$ cat config.mk
export PLATFORM = sky130hd
export DESIGN_NAME = cfu_cmd_initiator_flat
export DESIGN_NICKNAME = d
export VERILOG_FILES = /design/src/rtl/cfu_cmd_initiator_if.sv /design/src/rtl/cfu_cmd_initiator.sv /design/src/flat_wrapper.sv
export SDC_FILE = /design/constraint.sdc
export NUM_CORES = 1
export LEC_CHECK = 0
export ABC_AREA = 1
export BUFFER_PORTS_ARGS = -buffer_cell sky130_fd_sc_hd__buf_2
export CAP_MARGIN = 20
export CORE_MARGIN = 2
export CORE_UTILIZATION = 25
export CTS_CLUSTER_DIAMETER = 120
export DETAILED_ROUTE_END_ITERATION = 8
export PLACE_DENSITY = 0.48
export SLEW_MARGIN = 25
export SYNTH_ARGS = -nofsm -noshare
export SYNTH_HDL_FRONTEND = slang
export SYNTH_SLANG_ARGS = --single-unit
$ cat constraint.sdc
create_clock -name clk -period 4.9 [get_ports clk]
set_clock_uncertainty 0.2 [all_clocks]
set_input_delay 0.245 -clock clk [delete_from_list [all_inputs] [get_ports clk]]
set_output_delay 0.245 -clock clk [all_outputs]
set_load 0.05 [all_outputs]
$ cat src/rtl/cfu_cmd_initiator_if.sv
// Handshake bundle between upstream, the command initiator and the CFU.
// The initiator drives through "master"; the surrounding environment uses "slave".
interface cfu_cmd_initiator_if;
   logic        req_valid;
   logic        req_ready;
   logic [9:0]  req_function_id;
   logic [31:0] req_inputs_0;
   logic [31:0] req_inputs_1;

   logic        cmd_valid;
   logic        cmd_ready;
   logic [9:0]  cmd_payload_function_id;
   logic [31:0] cmd_payload_inputs_0;
   logic [31:0] cmd_payload_inputs_1;

   logic        rsp_valid;
   logic        rsp_ready;
   logic [31:0] rsp_payload_outputs_0;

   logic        res_valid;
   logic        res_ready;
   logic [31:0] res_data;
   logic        res_timeout;

   logic        busy;
   logic [15:0] issued_count;

   modport master (
      input  req_valid, req_function_id, req_inputs_0, req_inputs_1,
      input  cmd_ready, rsp_valid, rsp_payload_outputs_0, res_ready,
      output req_ready, cmd_valid, cmd_payload_function_id,
      output cmd_payload_inputs_0, cmd_payload_inputs_1,
      output rsp_ready, res_valid, res_data, res_timeout, busy, issued_count
   );

   modport slave (
      output req_valid, req_function_id, req_inputs_0, req_inputs_1,
      output cmd_ready, rsp_valid, rsp_payload_outputs_0, res_ready,
      input  req_ready, cmd_valid, cmd_payload_function_id,
      input  cmd_payload_inputs_0, cmd_payload_inputs_1,
      input  rsp_ready, res_valid, res_data, res_timeout, busy, issued_count
   );
endinterface

$ cat src/rtl/cfu_cmd_initiator.sv
// Queues upstream CFU commands, issues them one at a time and hands the CFU
// result (or a timeout marker) back upstream.
module cfu_cmd_initiator #(
   parameter int FIFO_DEPTH     = 4,
   parameter int TIMEOUT_CYCLES = 1024
) (
   input logic                 clk,
   input logic                 reset,
   cfu_cmd_initiator_if.master bus
);
   localparam int AW = $clog2(FIFO_DEPTH);
   localparam int TW = (TIMEOUT_CYCLES > 1) ? $clog2(TIMEOUT_CYCLES) : 1;
   localparam logic [TW-1:0] TMO_LAST = TW'(TIMEOUT_CYCLES - 1);
   localparam logic [AW:0]   DEPTH    = (AW+1)'(FIFO_DEPTH);

   typedef struct packed {
      logic [9:0]  fid;
      logic [31:0] in0;
      logic [31:0] in1;
   } cmd_t;

   typedef enum logic [1:0] {IDLE, ISSUE, WAIT_RSP, DELIVER} state_t;

   state_t        state_q, state_d;
   cmd_t          mem_q [FIFO_DEPTH];
   logic [AW-1:0] wr_ptr_q, rd_ptr_q;
   logic [AW:0]   count_q;
   cmd_t          cmd_q, cmd_d;
   logic [31:0]   res_data_q, res_data_d;
   logic          res_tmo_q, res_tmo_d;
   logic [15:0]   issued_q, issued_d;
   logic [TW-1:0] tmo_q, tmo_d;
   logic          full, empty, push, pop;

   assign full  = (count_q == DEPTH);
   assign empty = (count_q == '0);
   // No bypass: a full queue refuses a push even when the FSM pops this cycle.
   assign push  = bus.req_valid && !full;
   assign pop   = (state_q == IDLE) && !empty;

   always_ff @(posedge clk) begin
      if (push) mem_q[wr_ptr_q] <= '{fid: bus.req_function_id,
                                     in0: bus.req_inputs_0,
                                     in1: bus.req_inputs_1};
   end

   always_ff @(posedge clk or posedge reset) begin
      if (reset) begin
         wr_ptr_q <= '0;
         rd_ptr_q <= '0;
         count_q  <= '0;
      end else begin
         if (push) wr_ptr_q <= wr_ptr_q + AW'(1);
         if (pop)  rd_ptr_q <= rd_ptr_q + AW'(1);
         if (push && !pop)      count_q <= count_q + (AW+1)'(1);
         else if (!push && pop) count_q <= count_q - (AW+1)'(1);
      end
   end

   always_comb begin
      state_d    = state_q;
      cmd_d      = cmd_q;
      res_data_d = res_data_q;
      res_tmo_d  = res_tmo_q;
      issued_d   = issued_q;
      tmo_d      = tmo_q;
      case (state_q)
         IDLE: begin
            if (!empty) begin
               cmd_d   = mem_q[rd_ptr_q];
               state_d = ISSUE;
            end
         end
         ISSUE: begin
            if (bus.cmd_ready) begin
               issued_d = issued_q + 16'd1;
               tmo_d    = '0;
               state_d  = WAIT_RSP;
            end
         end
         WAIT_RSP: begin
            // A response arriving on the threshold cycle beats the timeout.
            if (bus.rsp_valid) begin
               res_data_d = bus.rsp_payload_outputs_0;
               res_tmo_d  = 1'b0;
               state_d    = DELIVER;
            end else if (tmo_q == TMO_LAST) begin
               res_data_d = 32'hDEAD_BEEF;
               res_tmo_d  = 1'b1;
               state_d    = DELIVER;
            end else begin
               tmo_d = tmo_q + TW'(1);
            end
         end
         DELIVER: begin
            if (bus.res_ready) state_d = IDLE;
         end
         default: state_d = IDLE;
      endcase
   end

   always_ff @(posedge clk or posedge reset) begin
      if (reset) begin
         state_q    <= IDLE;
         cmd_q      <= '0;
         res_data_q <= '0;
         res_tmo_q  <= 1'b0;
         issued_q   <= '0;
         tmo_q      <= '0;
      end else begin
         state_q    <= state_d;
         cmd_q      <= cmd_d;
         res_data_q <= res_data_d;
         res_tmo_q  <= res_tmo_d;
         issued_q   <= issued_d;
         tmo_q      <= tmo_d;
      end
   end

   assign bus.req_ready               = !full;
   assign bus.cmd_valid               = (state_q == ISSUE);
   assign bus.cmd_payload_function_id = cmd_q.fid;
   assign bus.cmd_payload_inputs_0    = cmd_q.in0;
   assign bus.cmd_payload_inputs_1    = cmd_q.in1;
   assign bus.rsp_ready               = (state_q == WAIT_RSP);
   assign bus.res_valid               = (state_q == DELIVER);
   assign bus.res_data                = res_data_q;
   assign bus.res_timeout             = res_tmo_q;
   assign bus.busy                    = (state_q != IDLE) || !empty;
   assign bus.issued_count            = issued_q;
endmodule

$ cat src/flat_wrapper.sv
// flat-port wrapper written by rule: the top's interface ports become plain ports
module cfu_cmd_initiator_flat 
#(
   parameter int FIFO_DEPTH     = 4,
   parameter int TIMEOUT_CYCLES = 1024
)
  (clk, reset, bus_req_valid, bus_req_function_id, bus_req_inputs_0, bus_req_inputs_1, bus_cmd_ready, bus_rsp_valid, bus_rsp_payload_outputs_0, bus_res_ready, bus_req_ready, bus_cmd_valid, bus_cmd_payload_function_id, bus_cmd_payload_inputs_0, bus_cmd_payload_inputs_1, bus_rsp_ready, bus_res_valid, bus_res_data, bus_res_timeout, bus_busy, bus_issued_count);
  cfu_cmd_initiator_if bus_i ();
  input logic clk;
  input logic reset;
  input wire logic [$bits(bus_i.req_valid)-1:0] bus_req_valid;
  input wire logic [$bits(bus_i.req_function_id)-1:0] bus_req_function_id;
  input wire logic [$bits(bus_i.req_inputs_0)-1:0] bus_req_inputs_0;
  input wire logic [$bits(bus_i.req_inputs_1)-1:0] bus_req_inputs_1;
  input wire logic [$bits(bus_i.cmd_ready)-1:0] bus_cmd_ready;
  input wire logic [$bits(bus_i.rsp_valid)-1:0] bus_rsp_valid;
  input wire logic [$bits(bus_i.rsp_payload_outputs_0)-1:0] bus_rsp_payload_outputs_0;
  input wire logic [$bits(bus_i.res_ready)-1:0] bus_res_ready;
  output wire logic [$bits(bus_i.req_ready)-1:0] bus_req_ready;
  output wire logic [$bits(bus_i.cmd_valid)-1:0] bus_cmd_valid;
  output wire logic [$bits(bus_i.cmd_payload_function_id)-1:0] bus_cmd_payload_function_id;
  output wire logic [$bits(bus_i.cmd_payload_inputs_0)-1:0] bus_cmd_payload_inputs_0;
  output wire logic [$bits(bus_i.cmd_payload_inputs_1)-1:0] bus_cmd_payload_inputs_1;
  output wire logic [$bits(bus_i.rsp_ready)-1:0] bus_rsp_ready;
  output wire logic [$bits(bus_i.res_valid)-1:0] bus_res_valid;
  output wire logic [$bits(bus_i.res_data)-1:0] bus_res_data;
  output wire logic [$bits(bus_i.res_timeout)-1:0] bus_res_timeout;
  output wire logic [$bits(bus_i.busy)-1:0] bus_busy;
  output wire logic [$bits(bus_i.issued_count)-1:0] bus_issued_count;
  assign bus_i.req_valid = bus_req_valid;
  assign bus_i.req_function_id = bus_req_function_id;
  assign bus_i.req_inputs_0 = bus_req_inputs_0;
  assign bus_i.req_inputs_1 = bus_req_inputs_1;
  assign bus_i.cmd_ready = bus_cmd_ready;
  assign bus_i.rsp_valid = bus_rsp_valid;
  assign bus_i.rsp_payload_outputs_0 = bus_rsp_payload_outputs_0;
  assign bus_i.res_ready = bus_res_ready;
  assign bus_req_ready = bus_i.req_ready;
  assign bus_cmd_valid = bus_i.cmd_valid;
  assign bus_cmd_payload_function_id = bus_i.cmd_payload_function_id;
  assign bus_cmd_payload_inputs_0 = bus_i.cmd_payload_inputs_0;
  assign bus_cmd_payload_inputs_1 = bus_i.cmd_payload_inputs_1;
  assign bus_rsp_ready = bus_i.rsp_ready;
  assign bus_res_valid = bus_i.res_valid;
  assign bus_res_data = bus_i.res_data;
  assign bus_res_timeout = bus_i.res_timeout;
  assign bus_busy = bus_i.busy;
  assign bus_issued_count = bus_i.issued_count;
  cfu_cmd_initiator #(.FIFO_DEPTH(FIFO_DEPTH), .TIMEOUT_CYCLES(TIMEOUT_CYCLES)) u_core (.clk(clk), .reset(reset), .bus(bus_i));
endmodule
**After elaboration in Yosys (flattened, before gate mapping)**

Memory sizes are Yosys's and may differ from the RTL's. A register that Yosys moved wholly into a read port is not among the register bits.
Index checks and enable logic that the tools add are counted.

- Flip-flop bits (word level): 68
- Input port bits: 112
- Memories kept: 1
- Bits in writable memories: 296
- Logic and storage cells: 65

Memories:

| memory | words | bits a word | rd ports | clocked after memory_dff | write ports | line | source |
|---|---|---|---|---|---|---|---|
| u_core.mem_q | 4 | 74 | 1 | 1 | 1 | cfu_cmd_initiator.sv:25 | `cmd_t mem_q [FIFO_DEPTH];` |

- Reductions and logical operators: 20
- Equal/unequal tests: 11
- Mux-type cells: 18
- Bitwise logic cells: 1
- Add/subtract/negate cells: 6

Operators with widths:

| kind | number |
|---|---|
| $mux 32 | 2 |
| $mux 10 | 3 |
| $pmux 10 s2 | 1 |
| $add 16x1->16 const B | 1 |
| $add 10x1->10 const B | 1 |
| $eq 10x10->1 const B | 1 |
| $mux 2 | 5 |
| $ne 2x2->1 const B | 5 |
| $pmux 2 s4 | 1 |
| $reduce_and 4->1 | 2 |
| $reduce_bool 2->1 | 4 |
| $mux 3 | 2 |
| $reduce_and 2->1 | 3 |
| $add 2x1->2 const B | 2 |
| $eq 2x2->1 const B | 2 |
| $logic_and 1x1->1 | 4 |
| $logic_not 1->1 | 4 |
| $mux 1 | 4 |
| $add 3x1->3 const B | 1 |
| $eq 3x3->1 const B | 1 |
| $logic_not 3->1 | 1 |
| $ne 3x2->1 const B | 1 |
| $sub 3x1->3 const B | 1 |
| $eq 2x1->1 const B | 1 |
| 3 further kinds | 3 |

**Depth between registers and ports, before layout**

- Depth after elaboration: 7
- Gate-level depth with buffers: 11

**Worst setup path after synthesis**

No wires, ideal clock.

- Kind: register to register
- Start: reg u_core.count_q[0]
- End: mem u_core.mem_q[0][0] in the netlist's numbering, enable pin
- Library setup time: 0.507 ns
- Clock period less this slack: 4.986 ns
- Buffers on the path: 0
- Stages on the path, launching flop included: 5
- Slack: -0.086 ns
- Arrival time: 4.279 ns
- Cells stage by stage: dfrtp_1 inv_1 nand3_1 nand2_1 nor2_1

- Cells in the longest elaborated chain, start to end: 5

RTL lines:

| item | line | source |
|---|---|---|
| from (decl) | cfu_cmd_initiator.sv:27 | `logic [AW:0] count_q;` |
| from (signal assigned) | cfu_cmd_initiator.sv:55 | `if (push && !pop) count_q <= count_q + (AW+1)'(1);` |
| from (signal assigned) | cfu_cmd_initiator.sv:56 | `else if (!push && pop) count_q <= count_q - (AW+1)'(1);` |
| $eq 3x3->1 | cfu_cmd_initiator.sv:35 | `assign full = (count_q == DEPTH);` |
| $logic_not 1->1 | - |  |
| net bus_req_ready | flat_wrapper.sv:19 | `output wire logic [$bits(bus_i.req_ready)-1:0] bus_req_ready;` |
| $logic_and 1x1->1 | cfu_cmd_initiator.sv:38 | `assign push = bus.req_valid && !full;` |
| $mux 1 | cfu_cmd_initiator.sv:42 | `if (push) mem_q[wr_ptr_q] <= '{fid: bus.req_function_id,` |
| $mux 1 (not written as such) | cfu_cmd_initiator.sv:42 |  |
| to (decl) | cfu_cmd_initiator.sv:25 |  |

The timed path passes the listed nets, and every way through them passes these cells.

**Worst setup path in the final report**

- Start: reg u_core.state_q[0]
- End: reg u_core.state_q[1]

- Cells in the longest elaborated chain, start to end: 3
- Elaborated cells between the ends (all ways): 10
- Classes of those cells: 7 x eq/ne; 1 x mux; 2 x reduce/logical

RTL lines:

| item | line | source |
|---|---|---|
| from (decl) | cfu_cmd_initiator.sv:24 | `state_t state_q, state_d;` |
| from (signal assigned) | cfu_cmd_initiator.sv:111 | `state_q <= state_d;` |
| $eq 2x2->1 (tied with other cells) | cfu_cmd_initiator.sv:67 | `case (state_q)` |
| $ne 3x2->1 (no line) or $ne 2x2->1 (tied branches) | - |  |
| $reduce_and 4->1 (no line) | - |  |

Parallel ways exist; a longest one is shown, timed or not.
A chain may end at the register's enable or synchronous reset.

==> impl_metrics.csv <==
group,metric,value,unit
run_status,status,"completed",
floorplan,coreArea,67500,um2
critical_path,setup.worst_path.start,"u_core.state_q[0]",
placed_design,dp_slack,2.00,ns
route,drt-pass1-iter-count,4,
min_path,min_path_type,"input pin to async pin",
placed_design,post-dp-hpwl,25800,um
sta,finalCritPeriodShare,59.0,%
route,via_per_inst,4.24,
route,avgRoutedWirePerCell,16.6,um
sta,finalHoldViolations,0,
floorplan,core.rowCount,95,
global_route,grt_pass1_vias,11694,
sta,slew_violations,0,
cells_and_area,regArea,12400,um2
power,p_leak,8.53,nW
route,drtIter0Drc,601,
global_route,overflow,0,
sta,setup_viol,0,
yosys,synth_seq_area_share,72.6,%
power,powerDensity,671,nW/um2
cells_and_area,multi_input_area,4070,um2
floorplan,fp.dieH,266,um
sta,rsz0062_at_grt,"false",
cts,cts_setup_buffers,0,
cells_and_area,layout-drive-gt1-share,20.6,%
critical_path,cp-start-kind,"register",
cts,cts.path.max_buffers,3,
cts,clkTransAtPathRegs,0.06,ns
global_route,grt_usage,12.8,%
cts,cts-root-buf,"clkbuf_16",
floorplan,fp.dieW,266,um
critical_path,required,5.18,ns
placed_design,portBuffers,239,
cts,cts_tree,"built",
yosys,syn_area,17100,um2
yosys,synth_nets,1563,
cts,numCtsBuffers,50,
route,via_count,11445,
critical_path,rr_startpoint,"u_core.state_q[0]",
job,drv_cap,0,
cts,htree_levels,2,
floorplan,start_util,25.4,%
yosys,synth_edf_count,296,
power,peakVddDrop,0.000401,V
floorplan,die_area,70600,um2
global_route,grt_pass1_wl,69700,um
placed_design,place_congestion,0.752,
route,ant_nets,0,
yosys,synth-seq-cells,438,
global_route,antenna_found_initial,5,
cts,clkSinkCount,438,
global_route,grt_max_degree,101,
yosys,ys_warn_count,0,
critical_path,cp.arrival,3.17,ns
sta,fin_crit,2.89,ns
yosys,syn_inst,1438,
sta,timing.setup.tns,0,ns
floorplan,top_level_ports,240,
route,drcViolationCount,0,
yosys,synth_flop_cell,"edfxtp_1",
cells_and_area,syn2layout_area_growth,28.6,%
critical_path,crit_type,"register to register",
yosys,yosysUniqueCellTypes,31,
critical_path,cp-end-kind,"register",
cells_and_area,n_fill_cell,6687,
sta,worstMarginPinSlew,0.935,ns
critical_path,path_max_fanout,14,
route,wirelength,45000,um
yosys,synth_area_per_cell,11.9,um2
sta,setup_slack,2.01,ns
cells_and_area,layout.nets,1910,
sta,fmax,0.346,GHz
cts,clock_insertion_delay_worst_skew,0.59,ns
sta,maxSlewHeadroom,37.5,%
yosys,async_flop_share,32.4,%
[flip-flops by register name (all words and copies together) (netlist names), 3 cells and up]
name,count
u_core.bus.issued_count,16
u_core.mem_q,296
u_core.bus.cmd_payload_inputs_1,32
u_core.bus.cmd_payload_inputs_0,32
u_core.count_q,3
u_core.bus.res_data,32
u_core.bus.cmd_payload_function_id,10
u_core.tmo_q,10
[final cells by class]
type	count	area share [%]
repair buffers	368	11.4
multi-input cells	858	18.5
well taps	873	4.96
clock inverters	24	1.11
flip-flops and latches	438	56.5
inverters	69	1.26
diodes	3	0.0341
clock buffers	69	6.23
[worst max-delay path, stage by stage (launching register included)]
cell,delay (ns)
dfrtp_1,0.41
inv_1,0.13
ha_1,0.55
nand3_1,0.22
nand3_1,0.12
dlygate4sd3_1,0.55
nand2_1,0.05
dlygate4sd3_1,0.54
[report_power, final]
part / internal (W) / switching, W / total, W
Clock: 0.00217 / 0.00151 / 0.00368
Sequential: 0.00502 / 0.000500 / 0.00552
Combinational: 0.00142 / 0.00416 / 0.00558
[per-stage QoR]
step / cells / power [W] / hold WS [ns] / cell area (um2) / util (%)
6_report: 2702 / 0.0148 / 0.0960 / 22000 / 32.6
5_1_grt: 2701 / 0.0158 / 0.128 / 22000 / 32.6
4_1_cts: 2699 / 0.0151 / 0.0819 / 22000 / 32.6
3_5_place_dp: 2494 / 0.0112 / 0.201 / 19300 / 28.5
3_3_place_gp: 2494 / 0.0111 / 0.198 / 19300 / 28.5
2_1_floorplan: 1438 / 0.00962 / 0.144 / 17100 / -
[worst paths after layout]
check	depth (start not counted)	slack [ns]	endpoint
max reg2reg	7	2.01	u_core.state_q[1]
min reg2reg	2	0.27	u_core.bus.res_data[4]
max in group asynchronous	4	3.21	u_core.bus.issued_count[10]
min in group clk	3	0.10	u_core.wr_ptr_q[0]
max	7	2.01	u_core.state_q[1]
min	3	0.1	u_core.bus.cmd_payload_function_id[0]
[per-layer routing]
layer / global-route usage [%] / vias up / routed length (um)
met5: 0 / - / 35
met3: 4.03 / 59 / 3250
li1: - / 5630 / -
met1: 15.7 / 5474 / 19900
met4: 3.86 / 6 / 938
met2: 21.5 / 276 / 20800
[cell families (layout without fill, tap and decap cells)]
family / count (synthesis) / after routing / synth area share (%)
xor gates and xnor gates: 14 / 14 / 0.716
AOI/OAI and AO/OA: 258 / 258 / 8.62
and+or+nand+nor: 573 / 573 / 13.2
DFF: 438 / 438 / 72.6
adders and majority gates: 13 / 13 / 0.994
other: 0 / 3 / 0
buffers and inverters: 142 / 530 / 3.78
[cell usage in the layout (no fill, tap or decap), drive strengths merged]
cell type / netlist / final
nor2: 429 / 429
edfxtp: 296 / 296
buf: 48 / 256
o21ai: 157 / 157
dfrtp: 142 / 142
dlygate4sd3: 0 / 112
nand2: 106 / 106
a31oi: 74 / 74
inv: 68 / 70
clkbuf: 25 / 69
a21oi: 26 / 26
nand3: 23 / 23
clkinv: 1 / 17
ha: 12 / 12
nand4: 9 / 9
xor2: 7 / 7
xnor2: 7 / 7
bufinv: 0 / 4
diode: 0 / 3
nand3b: 3 / 3
or2: 3 / 3
clkinvlp: 0 / 2
o21bai: 1 / 1
fa: 1 / 1
[cell usage after synthesis (3+ instances only)]
cell type / count / area share, %
nor2_1: 427 / 9.4
edfxtp_1: 296 / 52
o21ai_0: 153 / 4.5
dfrtp_1: 142 / 21
nand2_1: 100 / 2.2
a31oi_1: 74 / 2.7
inv_1: 66 / 1.4
clkbuf_1: 25 / 0.55
a21oi_2: 24 / 1.2
nand3_1: 22 / 0.64
buf_4: 17 / 0.75
buf_2: 16 / 0.47
ha_1: 12 / 0.88
buf_1: 11 / 0.24
nand4_1: 9 / 0.33
xnor2_1: 7 / 0.36
xor2_1: 7 / 0.36
nand2_2: 5 / 0.18
buf_6: 4 / 0.26
o21ai_1: 4 / 0.12
nand3b_1: 3 / 0.13
[what timing repair did]
item,in CTS,in global routing
hold buffers,112,0
endpoints found under the hold margin,392,0
resized for setup,0,0
Note: power is estimated with default switching activity, not from simulation.
